<file path="config.mk">
export PLATFORM = sky130hd
export DESIGN_NAME = register_scoreboard
export DESIGN_NICKNAME = d
export VERILOG_FILES = /design/src/rtl/scoreboard_pkg.sv /design/src/rtl/sb_reg_counter.sv /design/src/rtl/register_scoreboard.sv
export SDC_FILE = /design/constraint.sdc
export NUM_CORES = 1
export LEC_CHECK = 0
export CORE_AREA = 2 2 161 163
export DETAILED_ROUTE_END_ITERATION = 12
export DIE_AREA = 0 0 163 165
export DONT_BUFFER_PORTS = 1
export GPL_ROUTABILITY_DRIVEN = 0
export SYNTH_ARGS = -nofsm -noshare
export SYNTH_HDL_FRONTEND = slang
export SYNTH_HIERARCHICAL = 1
export SYNTH_SLANG_ARGS = --single-unit
</file>
<file path="constraint.sdc">
create_clock -name clk -period 5.1 [get_ports clk]
set_input_delay 0.51 -clock clk [delete_from_list [all_inputs] [get_ports clk]]
set_output_delay 0.51 -clock clk [all_outputs]
set_load 0.01 [all_outputs]
</file>
<file path="src/rtl/scoreboard_pkg.sv">
// Shared constants and types for the register scoreboard that tracks in-flight
// destination-register writes between decode and writeback.
package scoreboard_pkg;

  localparam int SB_ADDR_WIDTH = 5;
  localparam int SB_NUM_REGS   = 32;
  localparam int SB_CNT_WIDTH  = 2;
  localparam int SB_CNT_MAX    = 3;

  typedef logic [SB_CNT_WIDTH-1:0]  sb_cnt_t;
  typedef logic [SB_ADDR_WIDTH-1:0] sb_reg_t;

  // Largest value an in-flight counter of the given width can hold.
  function automatic int sb_cnt_max(input int width);
    return (1 << width) - 1;
  endfunction

endpackage

</file>
<file path="src/rtl/sb_reg_counter.sv">
// In-flight write counter for one architectural register: +1 on issue, -1 per
// writeback or squash, clamped at both ends with a one-cycle error pulse.
module sb_reg_counter
  import scoreboard_pkg::*;
#(
  parameter int CNT_WIDTH = SB_CNT_WIDTH
) (
  input  logic                 clk,
  input  logic                 rst,
  input  logic                 inc,
  input  logic                 dec_w,
  input  logic                 dec_k,
  output logic [CNT_WIDTH-1:0] cnt,
  output logic                 err_pulse
);

  localparam int             W       = CNT_WIDTH + 2;
  localparam logic [W-1:0]   MAX_EXT = W'(sb_cnt_max(CNT_WIDTH));

  logic [CNT_WIDTH-1:0] cnt_q;
  logic [CNT_WIDTH-1:0] cnt_d;
  logic [W-1:0]         up;
  logic [W-1:0]         down;
  logic [W-1:0]         diff;

  // Two extra bits let the sum express both "below zero" and "above max".
  always_comb begin
    up        = {2'b00, cnt_q} + W'(inc);
    down      = W'(dec_w) + W'(dec_k);
    diff      = up - down;
    cnt_d     = cnt_q;
    err_pulse = 1'b0;
    if (down > up) begin
      cnt_d     = '0;
      err_pulse = 1'b1;
    end else if (diff > MAX_EXT) begin
      err_pulse = 1'b1;
    end else begin
      cnt_d = diff[CNT_WIDTH-1:0];
    end
  end

  always_ff @(posedge clk) begin
    if (rst) begin
      cnt_q <= '0;
    end else begin
      cnt_q <= cnt_d;
    end
  end

  assign cnt = cnt_q;

endmodule

</file>
<file path="src/rtl/register_scoreboard.sv">
// Decode-side register scoreboard: per-register in-flight counters, busy lookup
// for rs1/rs2 and the decode stall. Optional SCOREBOARD_STATS_EN adds stall counters.
module register_scoreboard
  import scoreboard_pkg::*;
#(
  parameter int ADDR_WIDTH = SB_ADDR_WIDTH,
  parameter int NUM_REGS   = SB_NUM_REGS,
  parameter int CNT_WIDTH  = SB_CNT_WIDTH
) (
  input  logic                  clk,
  input  logic                  rst,
  input  logic                  issue_valid,
  input  logic                  issue_regwrite,
  input  logic [ADDR_WIDTH-1:0] issue_rd,
  input  logic [ADDR_WIDTH-1:0] rs1,
  input  logic [ADDR_WIDTH-1:0] rs2,
  input  logic                  rs1_used,
  input  logic                  rs2_used,
  input  logic [ADDR_WIDTH-1:0] w_rd,
  input  logic                  w_regwrite,
  input  logic                  kill_valid,
  input  logic [ADDR_WIDTH-1:0] kill_rd,
  output logic                  rs1_busy,
  output logic                  rs2_busy,
  output logic                  stall,
  output logic                  sb_error
`ifdef SCOREBOARD_STATS_EN
  ,
  output logic [31:0]           stall_cycles,
  output logic [31:0]           hazard_stalls
`endif
);

  localparam logic [CNT_WIDTH-1:0] CNT_MAX = CNT_WIDTH'(sb_cnt_max(CNT_WIDTH));

  logic [CNT_WIDTH-1:0] cnt [NUM_REGS];
  logic [NUM_REGS-1:0]  err_vec;
  logic                 issue_wr;
  logic                 issue_dec;
  logic                 full;
  logic                 sb_error_q;

  assign issue_wr = issue_valid & issue_regwrite;

  // x0 is hard-wired: never pending, never an error source.
  assign cnt[0]     = '0;
  assign err_vec[0] = 1'b0;

  for (genvar i = 1; i < NUM_REGS; i++) begin : g_reg
    localparam logic [ADDR_WIDTH-1:0] IDX = ADDR_WIDTH'(i);

    sb_reg_counter #(
      .CNT_WIDTH (CNT_WIDTH)
    ) u_cnt (
      .clk       (clk),
      .rst       (rst),
      .inc       (issue_wr & ~stall & (issue_rd == IDX)),
      .dec_w     (w_regwrite & (w_rd == IDX)),
      .dec_k     (kill_valid & (kill_rd == IDX)),
      .cnt       (cnt[i]),
      .err_pulse (err_vec[i])
    );
  end

  // Pending writes that survive this cycle's writeback/squash; a same-cycle
  // writeback is covered by decode forwarding, so it does not count as busy.
  function automatic logic residue(input logic [CNT_WIDTH-1:0] c,
                                   input logic                 dw,
                                   input logic                 dk);
    logic [CNT_WIDTH:0] decs;
    decs = (CNT_WIDTH+1)'(dw) + (CNT_WIDTH+1)'(dk);
    return {1'b0, c} > decs;
  endfunction

  always_comb begin
    rs1_busy = residue(cnt[rs1], w_regwrite & (w_rd == rs1), kill_valid & (kill_rd == rs1))
               & (rs1 != '0);
    rs2_busy = residue(cnt[rs2], w_regwrite & (w_rd == rs2), kill_valid & (kill_rd == rs2))
               & (rs2 != '0);
    issue_dec = (w_regwrite & (w_rd == issue_rd)) | (kill_valid & (kill_rd == issue_rd));
    full      = issue_wr & (cnt[issue_rd] == CNT_MAX) & ~issue_dec;
    stall     = (rs1_busy & rs1_used) | (rs2_busy & rs2_used) | full;
  end

  always_ff @(posedge clk) begin
    if (rst) begin
      sb_error_q <= 1'b0;
    end else if (|err_vec) begin
      sb_error_q <= 1'b1;
    end
  end

  assign sb_error = sb_error_q;

`ifdef SCOREBOARD_STATS_EN
  logic [31:0] stall_cycles_q;
  logic [31:0] hazard_stalls_q;
  logic        stall_prev_q;

  always_ff @(posedge clk) begin
    if (rst) begin
      stall_cycles_q  <= '0;
      hazard_stalls_q <= '0;
      stall_prev_q    <= 1'b0;
    end else begin
      stall_prev_q <= stall;
      if (stall) begin
        stall_cycles_q <= stall_cycles_q + 32'd1;
      end
      if (stall && !stall_prev_q) begin
        hazard_stalls_q <= hazard_stalls_q + 32'd1;
      end
    end
  end

  assign stall_cycles  = stall_cycles_q;
  assign hazard_stalls = hazard_stalls_q;
`endif

endmodule
</file>
Yosys cells after proc, flatten, opt, wreduce, memory -nomap -nowiden
Index checks and enable logic that the tools add are counted.
- bits in registers: 63
- latch bits: 0
- bits in writable memories: 0
- bits in read-only memories: 0
- bits of input ports: 33
- output and inout port bits: 4
- word-level logic and storage cells: 514
- memories kept: 0
- $add $sub $neg: 95
- $mul: 0
- div/mod/pow operators: 0
- order comparisons: 67
- equality and inequality tests: 100
- shift operators: 0
- multiplexer cells: 71
- bitwise gates (word level): 115
- reduce and logical (&&, ||, !) cells: 34
- operator list (kind ; number):
    5-bit == test, second input constant ; 48
    4-bit by 2-bit > comparator with 1-bit output, second input constant ; 31
    4-bit > comparator ; 31
    4-bit subtractor ; 31
    5-bit by 4-bit == test with 1-bit output, second input constant ; 24
    1-bit bitwise AND ; 107
    2-bit by 1-bit adder with 3-bit output ; 31
    1-bit by 1-bit adder with 2-bit output ; 33
    1-bit two-way mux ; 62
    2-bit OR reduction ; 31
    5-bit by 3-bit == test with 1-bit output, second input constant ; 12
    31-bit OR reduction ; 1
    2-bit binary-select mux with 5-bit select ; 3
    5-bit by 2-bit == test with 1-bit output, second input constant ; 6
    5-bit == test ; 6
    6-bit greater-or-equal comparator, second input constant ; 3
    5-bit inverter with 6-bit output ; 3
    5-bit by 1-bit == test with 1-bit output, second input constant ; 3
    2-bit two-way mux ; 6
    5-bit nonzero test ; 2
    2-bit > comparator ; 2
    1-bit bitwise OR ; 3
    2-bit == test, second input constant ; 1
    1-bit inverter ; 2

Depth between registers and ports, before layout
- word-level depth: 18
- gate-level depth with buffers: 28
- depth with buffers taken out: 25

By module
Netlist, hierarchy kept.
- by module, submodules not included (module ; times used ; cells an instance ; area each (um^2) ; seq. area each (um^2)):
    sb_reg_counter ; 31 ; 24 ; 230.2 ; 40.0
    register_scoreboard ; 1 ; 381 ; 3017.9 ; 20.0

Worst setup path after synthesis
Ideal clock, no wire load.
- path type: input port to flip-flop
- start: in rs1[1]
- end: reg sb_error_q, in the netlist sb_error
- library setup time: 0.112 ns
- data arrival time: 5.228 ns
- data required time: 4.988 ns
- path slack: -0.240 ns
- cell stages on the path: 22
- path buffers: 3
- cells stage by stage: buf_2 -> buf_1 -> mux4_2 -> mux4_2 -> mux2_2 -> ha_1 -> a21oi_1 -> a211oi_1 -> a22o_4 -> buf_2 -> nor4_1 -> ha_1 -> ha_1 -> fa_1 -> inv_1 -> ha_1 -> o21ai_2 -> or2_1 -> nor4_1 -> nand4_1 -> nor2_1 -> nor2_1
- longest elaborated chain between the ends: 18
- elaborated cells between the ends (all ways): 235
- classes of those cells: 63 x add/sub; 63 x order compare; 2 x eq/ne; 65 x mux; 40 x bitwise; 2 x reduce/logical
- RTL lines (what ; RTL line ; RTL):
    start: declaration ; register_scoreboard.sv:15 ; input logic [ADDR_WIDTH-1:0] rs1,
    5-bit inverter with 6-bit output (not written as such) ; register_scoreboard.sv:76 ; rs1_busy = residue(cnt[rs1], w_regwrite & (w_rd == rs1), kill_valid & (kill_rd == rs1))
    2-bit binary-select mux with 5-bit select ; register_scoreboard.sv:76 ;
    2-bit two-way mux (not written as such) (2 in series) ; register_scoreboard.sv:76 ;
    2-bit > comparator ; register_scoreboard.sv:72 ; return {1'b0, c} > decs;
    1-bit bitwise AND (*) ; register_scoreboard.sv:77 ; & (rs1 != '0);
    named net rs1_busy ; register_scoreboard.sv:23 ; output logic rs1_busy,
    1-bit bitwise AND (*) ; register_scoreboard.sv:82 ; stall = (rs1_busy & rs1_used) | (rs2_busy & rs2_used) | full;
    1-bit bitwise OR (*) (2 in series) ; register_scoreboard.sv:82 ;
    1-bit inverter (*) ; register_scoreboard.sv:57 ; .inc (issue_wr & ~stall & (issue_rd == IDX)),
    1-bit bitwise AND (*) (2 in series) ; register_scoreboard.sv:57 ;
    2-bit by 1-bit adder with 3-bit output (*) ; sb_reg_counter.sv:28 ; up = {2'b00, cnt_q} + W'(inc);
    4-bit subtractor ; sb_reg_counter.sv:30 ; diff = up - down;
    4-bit by 2-bit > comparator with 1-bit output ; sb_reg_counter.sv:36 ; end else if (diff > MAX_EXT) begin
    1-bit two-way mux ; sb_reg_counter.sv:36 ;
    1-bit two-way mux (*) ; sb_reg_counter.sv:33 ; if (down > up) begin
    named net err_vec[26] ; register_scoreboard.sv:37 ; logic [NUM_REGS-1:0] err_vec;
    31-bit OR reduction (*) ; register_scoreboard.sv:88 ; end else if (|err_vec) begin
    end signal: assignment ; register_scoreboard.sv:87 ; sb_error_q <= 1'b0;
    end signal: assignment ; register_scoreboard.sv:89 ; sb_error_q <= 1'b1;
    end: declaration ; register_scoreboard.sv:41 ; logic sb_error_q;
The timed path passes the listed nets; every way through them passes the cells marked *. The select of a mux whose other input is x is not followed.
A chain may end at the register's enable or synchronous reset.

Worst setup path in the final report
- start: reg g_reg[13].u_cnt.cnt_q[1]
- end: reg sb_error_q, in the netlist sb_error
- longest elaborated chain between the ends: 17
- elaborated cells between the ends (all ways): 240
- classes of those cells: 62 x add/sub; 64 x order compare; 1 x eq/ne; 71 x mux; 41 x bitwise; 1 x reduce/logical
- RTL lines (what ; RTL line ; RTL):
    start: declaration ; sb_reg_counter.sv:20 ; logic [CNT_WIDTH-1:0] cnt_q;
    start signal: assignment ; sb_reg_counter.sv:47 ; cnt_q <= cnt_d;
    2-bit binary-select mux with 5-bit select (on tied branches) ; register_scoreboard.sv:76, register_scoreboard.sv:78 ;
    2-bit two-way mux (on tied branches) (2 in series) ; register_scoreboard.sv:76, register_scoreboard.sv:78 ;
    2-bit > comparator ; register_scoreboard.sv:72 ;
    1-bit bitwise AND (on tied branches) ; register_scoreboard.sv:77, register_scoreboard.sv:79 ;
    1-bit bitwise AND ; register_scoreboard.sv:82 ;
    1-bit bitwise OR ; register_scoreboard.sv:82 ;
    1-bit bitwise OR (*) ; register_scoreboard.sv:82 ;
    1-bit inverter (*) ; register_scoreboard.sv:57 ;
    1-bit bitwise AND (*) (2 in series) ; register_scoreboard.sv:57 ;
    2-bit by 1-bit adder with 3-bit output (*) ; sb_reg_counter.sv:28 ;
    4-bit subtractor ; sb_reg_counter.sv:30 ;
    4-bit by 2-bit > comparator with 1-bit output ; sb_reg_counter.sv:36 ;
    1-bit two-way mux ; sb_reg_counter.sv:36 ;
    1-bit two-way mux (*) ; sb_reg_counter.sv:33 ;
    named net err_vec[1] ; register_scoreboard.sv:37 ;
    31-bit OR reduction (*) ; register_scoreboard.sv:88 ;
Marks and branches as above.

==> impl_metrics.csv <==
group,metric,value,unit
run_status,status,"finished, violations left",
run_status,violations,"setup timing",
worst_setup_path,critical_path.top_delay_family,"simple AND/OR/NAND/NOR gates",
timing,drv_slew,0,
logic_synthesis,async_flop_share,0,
clock_network,cts-root-buf,"clkbuf_16",
clock_network,numCtsBuffers,9,
timing,finalHoldViolations,0,
clock_network,cts-htree-levels,3,
cells_and_area,seqCellArea,1270,µm²
cells_and_area,layout-drive-gt1-share,0.317,
logic_synthesis,synthCells,1125,
worst_setup_path,cpMostUsedCell,"ha_1",
route,vias_per_cell,5.45,
timing,max_slew_margin,0.0418,
clock_network,cts_tree,"yes",
logic_synthesis,yosys.area_share.xor_xnor,0.0259,
route,wire_per_inst,19.3,µm
pwr,power_leakage,5.70,nW
timing,worst_hold_slack,0.270,ns
worst_setup_path,worstSetupPathType,"flip-flop to flip-flop",
pwr,p_total,0.00162,W
worst_hold_path,hold_class,"input port to flip-flop",
route,drt_iter0_markers,627,
logic_synthesis,ys_seq_area_frac,0.124,
timing,period_needed,5.24,ns
timing,rsz0062_at_grt,"yes",
cells_and_area,num_antenna_cells,0,
worst_setup_path,cp_data_arrival_time,5.49,ns
logic_synthesis,synth_edf_count,0,
die,die_x,163,µm
placed_design,io_buffers,0,
cells_and_area,multi_input_area,8620,µm²
timing,worst_pin_slew,1.44,ns
logic_synthesis,synth_area,10200,µm²
route,remaining_drc_errors,0,
clock_network,ctsHoldBuffers,0,
worst_setup_path,cp_num_buf_inv,5,
timing,finClkSkew,0.00595,ns
cells_and_area,final_area,12800,µm²
placed_design,dpl.hpwl,24.7,mm
die,placementRows,58,
die,die_height,165,µm
logic_synthesis,synth-seq-cells,63,
worst_setup_path,slowest_delay,0.50,ns
route,drt-total-wl,31.5,mm
grt,track_usage,0.245,
pwr,irDropWorstVdd,121,µV
cells_and_area,fin_util,0.512,
timing,fin_tns_setup,-0.141,ns
die,dieArea,26900,µm²
grt,grt_max_degree,64,
logic_synthesis,syn_nets,1381,
worst_setup_path,worstSetupStartpointType,"flip-flop",
grt,grt_pass1_vias,9218,
clock_network,clock-sinks,63,
worst_setup_path,end_kind,"flip-flop",
logic_synthesis,synth-simple-area-share,0.221,
timing,worst_slack,-0.141,ns
grt,grt_pass1_wl,50.1,mm
timing,max_freq,191,MHz
grt,antenna_found_initial,0,
logic_synthesis,synth_top_family_by_area,"adder cells",
worst_setup_path,cp_data_required_time,5.35,ns
logic_synthesis,syn_avg_cell_area,9.03,µm²
clock_network,path_clk_slew,0.05,ns
pwr,p_per_area,126,nW/µm²
cells_and_area,area_growth_syn_to_layout,26.3,%
die,pin_count,37,
logic_synthesis,synth_flop_cell,"dfxtp_1",
cells_and_area,num-fill-cells,2304,
logic_synthesis,yosysWarnings,6,
worst_setup_path,worst_path_max_delay_cell,"mux4_2",
route,vias,8911,
route,dr.pass1.iters,5,
route,postRouteAntennaNets,0,
die,start_util,0.406,
flow_run,drv_cap,0,
logic_synthesis,synth_compound_area_frac,0.0489,
die,coreArea,25000,µm²
timing,setup_violations,1,
logic_synthesis,ys_types,50,
timing,period_share,1.03,
clock_network,clock_latency,0.35,ns
worst_setup_path,crit_fanout,7,
worst_setup_path,crit_chain,"buf_6 > mux4_2 > mux4_2 > nor2_2 > a31oi_1 > ha_1 > a21oi_2 > a211oi_4 > a22o_4 > buf_12 > nor4_2 > ha_1 > inv_1 > ha_1 > inv_1 > fa_1 > inv_1 > ha_1 > o21ai_2 > or2_1 > nor4_4 > nand4_1 > nor2_1 > nor2_1",
grt,grt-ovfl-total,0,
cells_and_area,layout.nets,1556,
logic_synthesis,synthAdderAreaFrac,0.321,
logic_synthesis,synthMuxAreaShare,0.174,
placed_design,placed_cell_area,11900,µm²
clock_network,clock_path_buffers,2,
-- metal layers --
| metal | vias up | GRT usage | part of all wire |
|---|---|---|---|
| met1 | 4293 | 0.305 | 0.41 |
| met4 | 0 | 0.0837 | 0.028 |
| met5 | - | 0 | 0 |
| li1 | 4213 | - | - |
| met3 | 62 | 0.0799 | 0.10 |
| met2 | 343 | 0.398 | 0.46 |
-- worst paths after layout --
kind / endpoint / cells after the start / slack [ns] / from
worst min register to register: g_reg[1].u_cnt/cnt[0]$_SDFFE_PP0P_ / 2 / 0.53 / g_reg[1].u_cnt/cnt[0]$_SDFFE_PP0P_
worst max-delay path: sb_error$_SDFFE_PP0P_ / 24 / -0.14 / g_reg[13].u_cnt/cnt[1]$_SDFFE_PP0P_
worst min-delay path: sb_error$_SDFFE_PP0P_ / 1 / 0.27 / rst
worst max register to register: sb_error$_SDFFE_PP0P_ / 24 / -0.14 / g_reg[13].u_cnt/cnt[1]$_SDFFE_PP0P_
-- cells in the final DEF (no fill, tap or decap), drive strengths merged, types with 5 or more instances in the layout --
cell type / n
buf: 210
inv: 161
ha: 161
nand2: 126
nor2: 102
mux2i: 70
dfxtp: 63
fa: 62
nor4: 45
mux4: 42
o21ai: 35
or2: 33
or3: 32
nor3b: 31
xor2: 24
nand3: 19
clkbuf: 14
nor2b: 12
mux2: 8
xnor2: 6
nand2b: 5
nand4: 5
a211oi: 5
-- metrics by stage --
step                      worst slack [ns]  cells
after global routing                -0.385   1634
after detailed placement            -0.628   1621
after CTS                          -0.0770   1633
final                               -0.141   1634
after floorplan                     0.0229   1125
after global placement              -0.636   1621
-- Yosys cell counts (all sizes together) (12+ instances only) --
master,count,share of area
ha,161,0.20
inv,161,0.060
nand2,126,0.047
nor2,102,0.038
mux2i,70,0.069
dfxtp,63,0.12
fa,62,0.12
nor4,45,0.028
mux4,42,0.096
o21ai,35,0.029
or2,33,0.020
or3,32,0.020
nor3b,31,0.038
clkbuf,24,0.0089
xor2,24,0.021
buf,23,0.017
nand3,19,0.0094
nor2b,12,0.0074
-- logic make-up after synthesis --
| kind of cell | after synthesis |
|---|---|
| multiplexers | 120 |
| buffers and inverters | 208 |
| adder cells (fa/ha/maj) | 223 |
| AO/OA/AOI/OAI | 60 |
| flip-flops | 63 |
| AND/OR/NAND/NOR | 421 |
| XOR/XNOR | 30 |
-- registers in the layout, indices dropped and copies added, names as in the netlist --
register and flops:
sb_error 1, g.u_cnt/cnt 62
-- worst reg2reg max path, delay by kind of cell, from the launching register on --
family          cells  cell delay (ns)
fa+ha+maj           5             1.29
flops               1             0.36
compound gates      5             0.73
mux                 2             0.96
buf+inv             5             0.46
simple gates        7             1.34
-- final cells by class --
class | instances | share of cell area
clock buffers | 14 | 0.0198
clock inverters | 1 | 0.000390
inverters | 161 | 0.0471
multi-input cells | 855 | 0.672
flip-flops and latches | 63 | 0.0994
well taps | 330 | 0.0322
repair buffers | 210 | 0.129
-- repair_timing --
action                     4_1_cts  5_1_grt
resized for setup              104       10
setup buffers                    6        1
setup endpoints to repair        3        1
cloned                           2        0
pin swaps                       49       19
-- report_power, final --
group	internal (W)	leakage [nW]	total [W]	switching, W
Combinational	0.000256	5.06	0.000508	0.000253
Sequential	0.000508	0.514	0.000526	0.0000177
Clock	0.000340	0.127	0.000583	0.000244
Total	0.00110	5.70	0.00162	0.000514
Power figures use the tool's default switching activity.
